**src/rtl/level_calibrator_if.sv**
```systemverilog
// ============================================================================
// Module      : level_calibrator_if
// Description : Button, sample and result signals of the level calibrator.
// Revision    : 1.0 - initial release
// ============================================================================
`default_nettype none

interface level_calibrator_if #(
   parameter int DATA_W = 12
);
   logic              reset_button_pulse;
   logic              saveH_pulse;
   logic              saveL_pulse;
   logic              sample_valid;
   logic [DATA_W-1:0] sample_data;
   logic [DATA_W-1:0] high_ref;
   logic [DATA_W-1:0] low_ref;
   logic              cal_valid;
   logic              cal_error;
   logic [6:0]        level_pct;
   logic              level_valid;
   logic              busy;
   logic              alarm_low;
   logic              alarm_high;

   modport master (
      output reset_button_pulse, saveH_pulse, saveL_pulse, sample_valid, sample_data,
      input  high_ref, low_ref, cal_valid, cal_error, level_pct, level_valid, busy,
             alarm_low, alarm_high
   );

   modport slave (
      input  reset_button_pulse, saveH_pulse, saveL_pulse, sample_valid, sample_data,
      output high_ref, low_ref, cal_valid, cal_error, level_pct, level_valid, busy,
             alarm_low, alarm_high
   );
endinterface

`default_nettype wire

```
**src/rtl/level_calibrator.sv**
```systemverilog
// ============================================================================
// Module      : level_calibrator
// Description : Stores high/low calibration references and converts samples to
//               a 0..PCT_MAX fill level with a restoring divider.
//               Optional LEVEL_ALARM_EN adds hysteretic low/high level alarms.
// Revision    : 1.0 - initial release
// ============================================================================
`default_nettype none

module level_calibrator #(
   parameter int DATA_W       = 12,
   parameter int PCT_MAX      = 100,
   parameter int ALARM_LO_PCT = 10,
   parameter int ALARM_HI_PCT = 90
) (
   input  logic              clk_100MHz,
   input  logic              reset,
   level_calibrator_if.slave cal
);

   localparam int c_NUM_W = DATA_W + 7;
   localparam int c_CNT_W = $clog2(c_NUM_W);

   typedef enum logic [1:0] {S_IDLE, S_SUB, S_DIV, S_DONE} state_t;

   state_t              r_state;
   logic                r_rst_btn_d, r_save_h_d, r_save_l_d;
   logic [DATA_W-1:0]   r_last_sample, r_high_ref, r_low_ref;
   logic                r_cal_valid, r_cal_error;
   logic [6:0]          r_level_pct;
   logic                r_level_valid;
   logic                r_pending;
   logic [c_NUM_W-1:0]  r_num;
   logic [DATA_W-1:0]   r_den, r_rem;
   logic [5:0]          r_quo;
   logic [c_CNT_W-1:0]  r_cnt;

   logic                w_rst_btn_edge, w_save_h_edge, w_save_l_edge, w_save_any;
   logic [DATA_W-1:0]   w_new_high, w_new_low, w_diff, w_rem_next;
   logic [c_NUM_W-1:0]  w_num_init;
   logic [DATA_W:0]     w_rem_shift;
   logic                w_rem_ge;
   logic [6:0]          w_quo_next, w_result;
   logic                w_finish;

   assign w_rst_btn_edge = cal.reset_button_pulse & ~r_rst_btn_d;
   assign w_save_h_edge  = cal.saveH_pulse & ~r_save_h_d;
   assign w_save_l_edge  = cal.saveL_pulse & ~r_save_l_d;
   assign w_save_any     = w_save_h_edge | w_save_l_edge;
   assign w_new_high     = w_save_h_edge ? r_last_sample : r_high_ref;
   assign w_new_low      = w_save_l_edge ? r_last_sample : r_low_ref;

   assign w_diff      = r_last_sample - r_low_ref;
   assign w_num_init  = c_NUM_W'(w_diff) * c_NUM_W'(PCT_MAX);

   // One restoring step: bring down the next numerator bit, subtract if it fits
   assign w_rem_shift = {r_rem, r_num[c_NUM_W-1]};
   assign w_rem_ge    = (w_rem_shift >= {1'b0, r_den});
   assign w_rem_next  = w_rem_ge ? DATA_W'(w_rem_shift - {1'b0, r_den})
                                 : w_rem_shift[DATA_W-1:0];
   assign w_quo_next  = {r_quo, w_rem_ge};

   always_comb begin
      w_finish = 1'b0;
      w_result = '0;
      case (r_state)
         S_SUB: begin
            if (!r_cal_valid || (r_last_sample <= r_low_ref)) begin
               w_finish = 1'b1;
            end else if (r_last_sample >= r_high_ref) begin
               w_finish = 1'b1;
               w_result = 7'(PCT_MAX);
            end
         end
         S_DIV: begin
            w_finish = (r_cnt == '0);
            w_result = w_quo_next;
         end
         default: ;
      endcase
   end

   always_ff @(posedge clk_100MHz or posedge reset) begin
      if (reset) begin
         r_state       <= S_IDLE;
         r_rst_btn_d   <= 1'b0;
         r_save_h_d    <= 1'b0;
         r_save_l_d    <= 1'b0;
         r_last_sample <= '0;
         r_high_ref    <= '1;
         r_low_ref     <= '0;
         r_cal_valid   <= 1'b1;
         r_cal_error   <= 1'b0;
         r_level_pct   <= '0;
         r_level_valid <= 1'b0;
         r_pending     <= 1'b0;
         r_num         <= '0;
         r_den         <= '0;
         r_rem         <= '0;
         r_quo         <= '0;
         r_cnt         <= '0;
      end else begin
         r_rst_btn_d   <= cal.reset_button_pulse;
         r_save_h_d    <= cal.saveH_pulse;
         r_save_l_d    <= cal.saveL_pulse;
         r_level_valid <= 1'b0;
         if (cal.sample_valid) r_last_sample <= cal.sample_data;

         if (w_rst_btn_edge) begin
            r_high_ref  <= '1;
            r_low_ref   <= '0;
            r_cal_valid <= 1'b1;
            r_cal_error <= 1'b0;
            r_level_pct <= '0;
            r_pending   <= 1'b0;
            r_state     <= S_IDLE;
         end else begin
            if (w_save_any) begin
               r_high_ref  <= w_new_high;
               r_low_ref   <= w_new_low;
               r_cal_valid <= (w_new_high > w_new_low);
               r_cal_error <= !(w_new_high > w_new_low);
            end
            if (cal.sample_valid && (r_state != S_IDLE)) r_pending <= 1'b1;

            case (r_state)
               S_IDLE: begin
                  if (cal.sample_valid || r_pending) begin
                     r_state   <= S_SUB;
                     r_pending <= 1'b0;
                  end
               end
               // Divider operands are a snapshot; later saves do not disturb them
               S_SUB: begin
                  r_num   <= w_num_init;
                  r_den   <= r_high_ref - r_low_ref;
                  r_rem   <= '0;
                  r_quo   <= '0;
                  r_cnt   <= c_CNT_W'(c_NUM_W - 1);
                  r_state <= S_DIV;
               end
               S_DIV: begin
                  r_num <= {r_num[c_NUM_W-2:0], 1'b0};
                  r_rem <= w_rem_next;
                  r_quo <= w_quo_next[5:0];
                  r_cnt <= r_cnt - 1'b1;
               end
               S_DONE:  r_state <= S_IDLE;
               default: r_state <= S_IDLE;
            endcase

            if (w_finish) begin
               r_level_pct   <= w_result;
               r_level_valid <= 1'b1;
               r_state       <= S_DONE;
            end
         end
      end
   end

   assign cal.high_ref    = r_high_ref;
   assign cal.low_ref     = r_low_ref;
   assign cal.cal_valid   = r_cal_valid;
   assign cal.cal_error   = r_cal_error;
   assign cal.level_pct   = r_level_pct;
   assign cal.level_valid = r_level_valid;
   assign cal.busy        = (r_state != S_IDLE);

`ifdef LEVEL_ALARM_EN
   localparam logic [6:0] c_ALO_SET = 7'(ALARM_LO_PCT);
   localparam logic [6:0] c_ALO_CLR = 7'(ALARM_LO_PCT + 2);
   localparam logic [6:0] c_AHI_SET = 7'(ALARM_HI_PCT);
   localparam logic [6:0] c_AHI_CLR = 7'(ALARM_HI_PCT - 2);

   logic r_alarm_low, r_alarm_high;

   // Between the set and clear thresholds each alarm keeps its previous state
   always_ff @(posedge clk_100MHz or posedge reset) begin
      if (reset) begin
         r_alarm_low  <= 1'b0;
         r_alarm_high <= 1'b0;
      end else if (w_rst_btn_edge || !r_cal_valid) begin
         r_alarm_low  <= 1'b0;
         r_alarm_high <= 1'b0;
      end else if (w_finish) begin
         if (w_result <= c_ALO_SET)      r_alarm_low <= 1'b1;
         else if (w_result >= c_ALO_CLR) r_alarm_low <= 1'b0;
         if (w_result >= c_AHI_SET)      r_alarm_high <= 1'b1;
         else if (w_result <= c_AHI_CLR) r_alarm_high <= 1'b0;
      end
   end

   assign cal.alarm_low  = r_alarm_low & r_cal_valid;
   assign cal.alarm_high = r_alarm_high & r_cal_valid;
`else
   wire w_unused_alarm_cfg = |{7'(ALARM_LO_PCT), 7'(ALARM_HI_PCT)};

   assign cal.alarm_low  = 1'b0;
   assign cal.alarm_high = 1'b0;
`endif

endmodule

`default_nettype wire

```
**src/flat_wrapper.sv**
```systemverilog
// flat-port wrapper written by rule: the top's interface ports become plain ports
module level_calibrator_flat 
#(
   parameter int DATA_W       = 12,
   parameter int PCT_MAX      = 100,
   parameter int ALARM_LO_PCT = 10,
   parameter int ALARM_HI_PCT = 90
)
  (clk_100MHz, reset, cal_reset_button_pulse, cal_saveH_pulse, cal_saveL_pulse, cal_sample_valid, cal_sample_data, cal_high_ref, cal_low_ref, cal_cal_valid, cal_cal_error, cal_level_pct, cal_level_valid, cal_busy, cal_alarm_low, cal_alarm_high);
  level_calibrator_if #(.DATA_W(DATA_W)) cal_i ();
  input  logic clk_100MHz;
  input  logic reset;
  input wire logic [$bits(cal_i.reset_button_pulse)-1:0] cal_reset_button_pulse;
  input wire logic [$bits(cal_i.saveH_pulse)-1:0] cal_saveH_pulse;
  input wire logic [$bits(cal_i.saveL_pulse)-1:0] cal_saveL_pulse;
  input wire logic [$bits(cal_i.sample_valid)-1:0] cal_sample_valid;
  input wire logic [$bits(cal_i.sample_data)-1:0] cal_sample_data;
  output wire logic [$bits(cal_i.high_ref)-1:0] cal_high_ref;
  output wire logic [$bits(cal_i.low_ref)-1:0] cal_low_ref;
  output wire logic [$bits(cal_i.cal_valid)-1:0] cal_cal_valid;
  output wire logic [$bits(cal_i.cal_error)-1:0] cal_cal_error;
  output wire logic [$bits(cal_i.level_pct)-1:0] cal_level_pct;
  output wire logic [$bits(cal_i.level_valid)-1:0] cal_level_valid;
  output wire logic [$bits(cal_i.busy)-1:0] cal_busy;
  output wire logic [$bits(cal_i.alarm_low)-1:0] cal_alarm_low;
  output wire logic [$bits(cal_i.alarm_high)-1:0] cal_alarm_high;
  assign cal_i.reset_button_pulse = cal_reset_button_pulse;
  assign cal_i.saveH_pulse = cal_saveH_pulse;
  assign cal_i.saveL_pulse = cal_saveL_pulse;
  assign cal_i.sample_valid = cal_sample_valid;
  assign cal_i.sample_data = cal_sample_data;
  assign cal_high_ref = cal_i.high_ref;
  assign cal_low_ref = cal_i.low_ref;
  assign cal_cal_valid = cal_i.cal_valid;
  assign cal_cal_error = cal_i.cal_error;
  assign cal_level_pct = cal_i.level_pct;
  assign cal_level_valid = cal_i.level_valid;
  assign cal_busy = cal_i.busy;
  assign cal_alarm_low = cal_i.alarm_low;
  assign cal_alarm_high = cal_i.alarm_high;
  level_calibrator #(.DATA_W(DATA_W), .PCT_MAX(PCT_MAX), .ALARM_LO_PCT(ALARM_LO_PCT), .ALARM_HI_PCT(ALARM_HI_PCT)) u_core (.clk_100MHz(clk_100MHz), .reset(reset), .cal(cal_i));
endmodule
```
**config.mk**
```make
export PLATFORM = sky130hd
export DESIGN_NAME = level_calibrator_flat
export DESIGN_NICKNAME = d
export VERILOG_FILES = /design/src/rtl/level_calibrator_if.sv /design/src/rtl/level_calibrator.sv /design/src/flat_wrapper.sv
export SDC_FILE = /design/constraint.sdc
export NUM_CORES = 1
export LEC_CHECK = 0
export BUFFER_PORTS_ARGS = -buffer_cell sky130_fd_sc_hd__buf_2
export CAP_MARGIN = 20
export CORE_MARGIN = 4
export CORE_UTILIZATION = 62
export CTS_CLUSTER_SIZE = 20
export DETAILED_ROUTE_END_ITERATION = 7
export PLACE_DENSITY = 0.82
export SYNTH_ARGS = -nofsm -noshare
export SYNTH_HDL_FRONTEND = slang
export SYNTH_SLANG_ARGS = --single-unit
export TNS_END_PERCENT = 50
```
**constraint.sdc**
```tcl
create_clock -name clk_100MHz -period 5.4 [get_ports clk_100MHz]
set_input_delay 1.08 -clock clk_100MHz [delete_from_list [all_inputs] [get_ports clk_100MHz]]
set_output_delay 1.08 -clock clk_100MHz [all_outputs]
set_load 0.05 [all_outputs]
```
==> results by group <==
Min path
  • Worst hold path class: reg -> reg

Worst setup path
  • CP Data Required Time: 5620 ps
  • Worst Path Class, Setup: reg -> reg
  • Most numerous cell on the critical path: ha_1
  • Buffering stage count on the worst path with inverters included: 3
  • Cell with the biggest individual delay on the critical path: fa_1
  • Element type at the critical path end: flip-flop
  • Stage delay of the slowest cell on the critical path: 410 ps
  • Type of origin of the critical path: flip-flop
  • Top cell family by delay on the critical path: adder cells
  • Worst reg-to-reg setup slack: 740 ps
  • Cell-by-cell trace of the critical path: inv_1, ha_1, inv_1, fa_1, a211oi_1, o211ai_1, and3_1, o21ai_1, nand2b_1, xnor2_1, inv_1, ha_1, ha_1, ha_1, ha_1, and3_1, a31oi_1, a21oi_1, xnor2_1, o21ai_1, a21boi_1
  • Crit path max fanout: 4
  • Worst path arrival time: ~4900 ps

Synthesis
  • Flop and latch count out of synthesis: 104
  • Most common cell in the netlist: ha_1
  • Netlist Area Pre-Place: 7730 µm²
  • Syn Inst Count: roughly 850
  • Compound-cell area share of the yosys netlist: 0.169
  • Synth area leaders: dfrtp_1, ha_1, dfstp_2, nand2_1, inv_1
  • Yosys top cell by area: dfrtp_1
  • Number of library cell types mapped by synthesis: 57
  • Basic-gate share of the synthesized area counting and, or, nand and nor cells: 0.149
  • Dominant combinational cell family by area after synthesis: adder cells
  • Top cell types by occurrence after synthesis: ha_1, dfrtp_1, nand2_1
  • Fraction of synthesis flops using an asynchronous set or reset pin: 1.00
  • Area fraction of the dominant cell type after synthesis: 0.295
  • Number of enable flip-flop cells after synthesis: 0
  • Mux share of post-synthesis cell area: 0.0502
  • Synth Area in Adders: 0.195
  • Top_reg_cell synth: dfrtp_1
  • Sequential share of the synthesized area: 0.339
  • Yosys warning total: 0
  • Xor-xnor portion of the synthesized cell area: 0.0442
  • Average cell area after synthesis: approximately 9 µm²

Global route
  • Residual overflow from global routing: 0
  • Wire length of the first global-routing pass: 28.5 mm
  • Vias in the first global route: about 6,000
  • Global-route usage over all layers: 0.246
  • Largest net degree at the start of global routing: 69
  • Antenna violations before repair: 0

Routing
  • Via-to-Cell Ratio: 5.73
  • Post-route DRC violation count: 0
  • Remaining antenna violation count after routing: 0
  • Iter 0 DRT Violations: 391
  • Iteration count of the initial detailed-routing pass: 5
  • Number of vias in the routed layout: 6,060
  • Routed WL: 16.9 mm
  • Per-cell routed wire length: 15.9 µm

STA
  • Maximum frequency from static timing analysis: 215 MHz
  • Setup total negative slack: 0 ps
  • Setup skew after layout: approximately 8.9 ps
  • Ratio of final minimum period to clock period: 0.863
  • Endpoints failing setup: 0
  • Fin Hold WS: 481 ps
  • Fin. Hold Viols: 0
  • Slew Viols, Final: 0
  • Post-layout minimum cycle time: approximately 4700 ps
  • Max-slew headroom: 0.411
  • Final setup margin: 742 ps
  • Actual transition at the worst max-transition pin: about 880 ps
  • Unrepaired setup endpoints after global routing: false

Floorplanning
  • Core Rows: 40
  • Effective utilization at floorplan: 0.638
  • Number of ports placed on the die boundary: 55
  • Die W: 120 µm
  • Floorplan core area: 12,100 µm²
  • Die area: 14,300 µm²
  • Chip Height: 120 µm

Clock tree
  • TritonCTS clock tree: done
  • Number of buffers inserted for hold repair after clock tree synthesis: 0
  • Number of instances resized during post-cts repair: 0
  • Clock transition at the registers of the reported paths: 70 ps
  • Depth of the CTS H-tree: 3
  • Setup bufs post-CTS: 0
  • Clk sinks: 104
  • Bufs on Longest Clock Path: 2
  • CTS Buf Count: 9
  • Clock Tree Root: clkbuf_16
  • Clock insertion delay at the later pin of the skew report: 360 ps

Layout
  • Fraction of layout cells with a size suffix above 1: 0.124
  • Layout area overhead: 9.57%
  • Diodes inserted: 0
  • Net count of the finished layout: 1,017

Power
  • Leakage power: 4.16 nW
  • Power density over cell area: 628 nW/µm²
  • Maximum vdd ir drop: between 0.4 and 0.5 mV

Run status
  • Outcome: complete, no violations

Placed design
  • HPWL reported at the end of detailed placement: 12.7 mm
  • Setup slack after placement: 773 ps
  • Routability Congestion: 0.997
  • Number of port buffers: 52

Flow run
  • Max-cap violations: 0
[placed cells by master, fill, tap and decap left out, types with 6 or more instances in the layout]
master     Yosys  routed
o21a_1        13      13
nand4_1       10      10
nand3_1        9       9
o21ai_0       43      43
xnor2_1       21      21
a21o_1        14      14
xor2_1        18      18
mux2i_1       23      23
o31ai_1       12      12
dfrtp_1       91      91
nor3_1        23      23
a21oi_1       49      49
inv_1         73      72
fa_1           9       9
clkbuf_16      0       9
nor2_1        63      63
a22o_1         7       7
a31oi_1        8       8
nand2_1       76      76
nand2b_1      24      24
nor2b_1       13      13
mux2_2        14      14
buf_2          1      52
dfstp_2       13      13
ha_1         106     106
o21ai_1       21      21
a211oi_1       7       7
buf_4          2       6
[stage by stage]
stage	utilization	power [mW]	area, µm²	instances
2_1_floorplan	-	3.88	7730	847
3_3_place_gp	0.670	4.42	8110	1041
3_5_place_dp	0.670	4.54	8110	1041
4_1_cts	0.699	5.34	8470	1057
5_1_grt	0.699	5.85	8470	1057
6_report	0.699	5.31	8470	1057
[power by group]
part           switching (mW)  internal [mW]  leakage, nW
Sequential              0.126          0.978         1.30
Combinational            2.01           1.43         2.69
Clock                   0.305          0.468        0.169
[layout make-up]
class / instances / area (µm²)
Clock inverter: 6 / 115
Fill cell: 994 / 3650
Inverter: 73 / 277
Sequential cell: 104 / 2620
Multi-Input combinational cell: 638 / 4700
Clock buffer: 10 / 239
Tap cell: 168 / 210
Timing Repair Buffer: 58 / 305
[flip-flops by register name, summed over array words and instances, names as in the netlist]
name                    count
u_core.r_num               17
u_core.cal.cal_valid        1
u_core.r_den               12
u_core.r_save_l_d           1
u_core.r_state              2
u_core.cal.level_pct        7
u_core.r_save_h_d           1
u_core.r_rem               12
u_core.cal.high_ref        12
u_core.r_last_sample       12
u_core.r_pending            1
u_core.cal.cal_error        1
u_core.cal.low_ref         12
u_core.r_cnt                5
u_core.r_rst_btn_d          1
u_core.cal.level_valid      1
u_core.r_quo                6
[final timing paths]
path / from / endpoint / depth (start not counted)
worst max-delay path: u_core.r_last_sample[0]$_DFFE_PP0P_ / u_core.r_num[18]$_DFFE_PP0P_ / 21
worst min-delay path: u_core.r_den[10]$_DFFE_PP0P_ / u_core.r_den[10]$_DFFE_PP0P_ / 2
worst max register to register: u_core.r_last_sample[0]$_DFFE_PP0P_ / u_core.r_num[18]$_DFFE_PP0P_ / 21
worst min register to register: u_core.r_den[10]$_DFFE_PP0P_ / u_core.r_den[10]$_DFFE_PP0P_ / 2
max in group asynchronous: reset / u_core.cal.high_ref[0]$_DFFE_PP1P_ / 3
min in group asynchronous: reset / u_core.r_den[7]$_DFFE_PP0P_ / 2
[routing by layer]
metal	global-route usage	part of all wire	routed length (µm)
met1	0.329	0.45	7510
met2	0.403	0.48	8050
met3	0.0509	0.052	873
met4	0.0787	0.025	421
met5	0	0	0
[worst min-delay path, delay by kind of cell, from the launching register on]
| kind | cells | cell delay [ps] |
|---|---|---|
| DFF | 1 | 350 |
| and+or+nand+nor | 1 | 50 |
| AOI/OAI and AO/OA | 1 | 50 |
[cells by family (layout without fill, tap and decap cells)]
logic type,Yosys count,after routing
multiplexers,37,37
AND/OR/NAND/NOR,244,244
XOR/XNOR,39,39
buffers and inverters,105,147
AO/OA/AOI/OAI,201,201
other,1,2
flip-flops,104,104
adder cells (fa/ha/maj),115,115
Note: power is estimated with default switching activity, not from simulation.
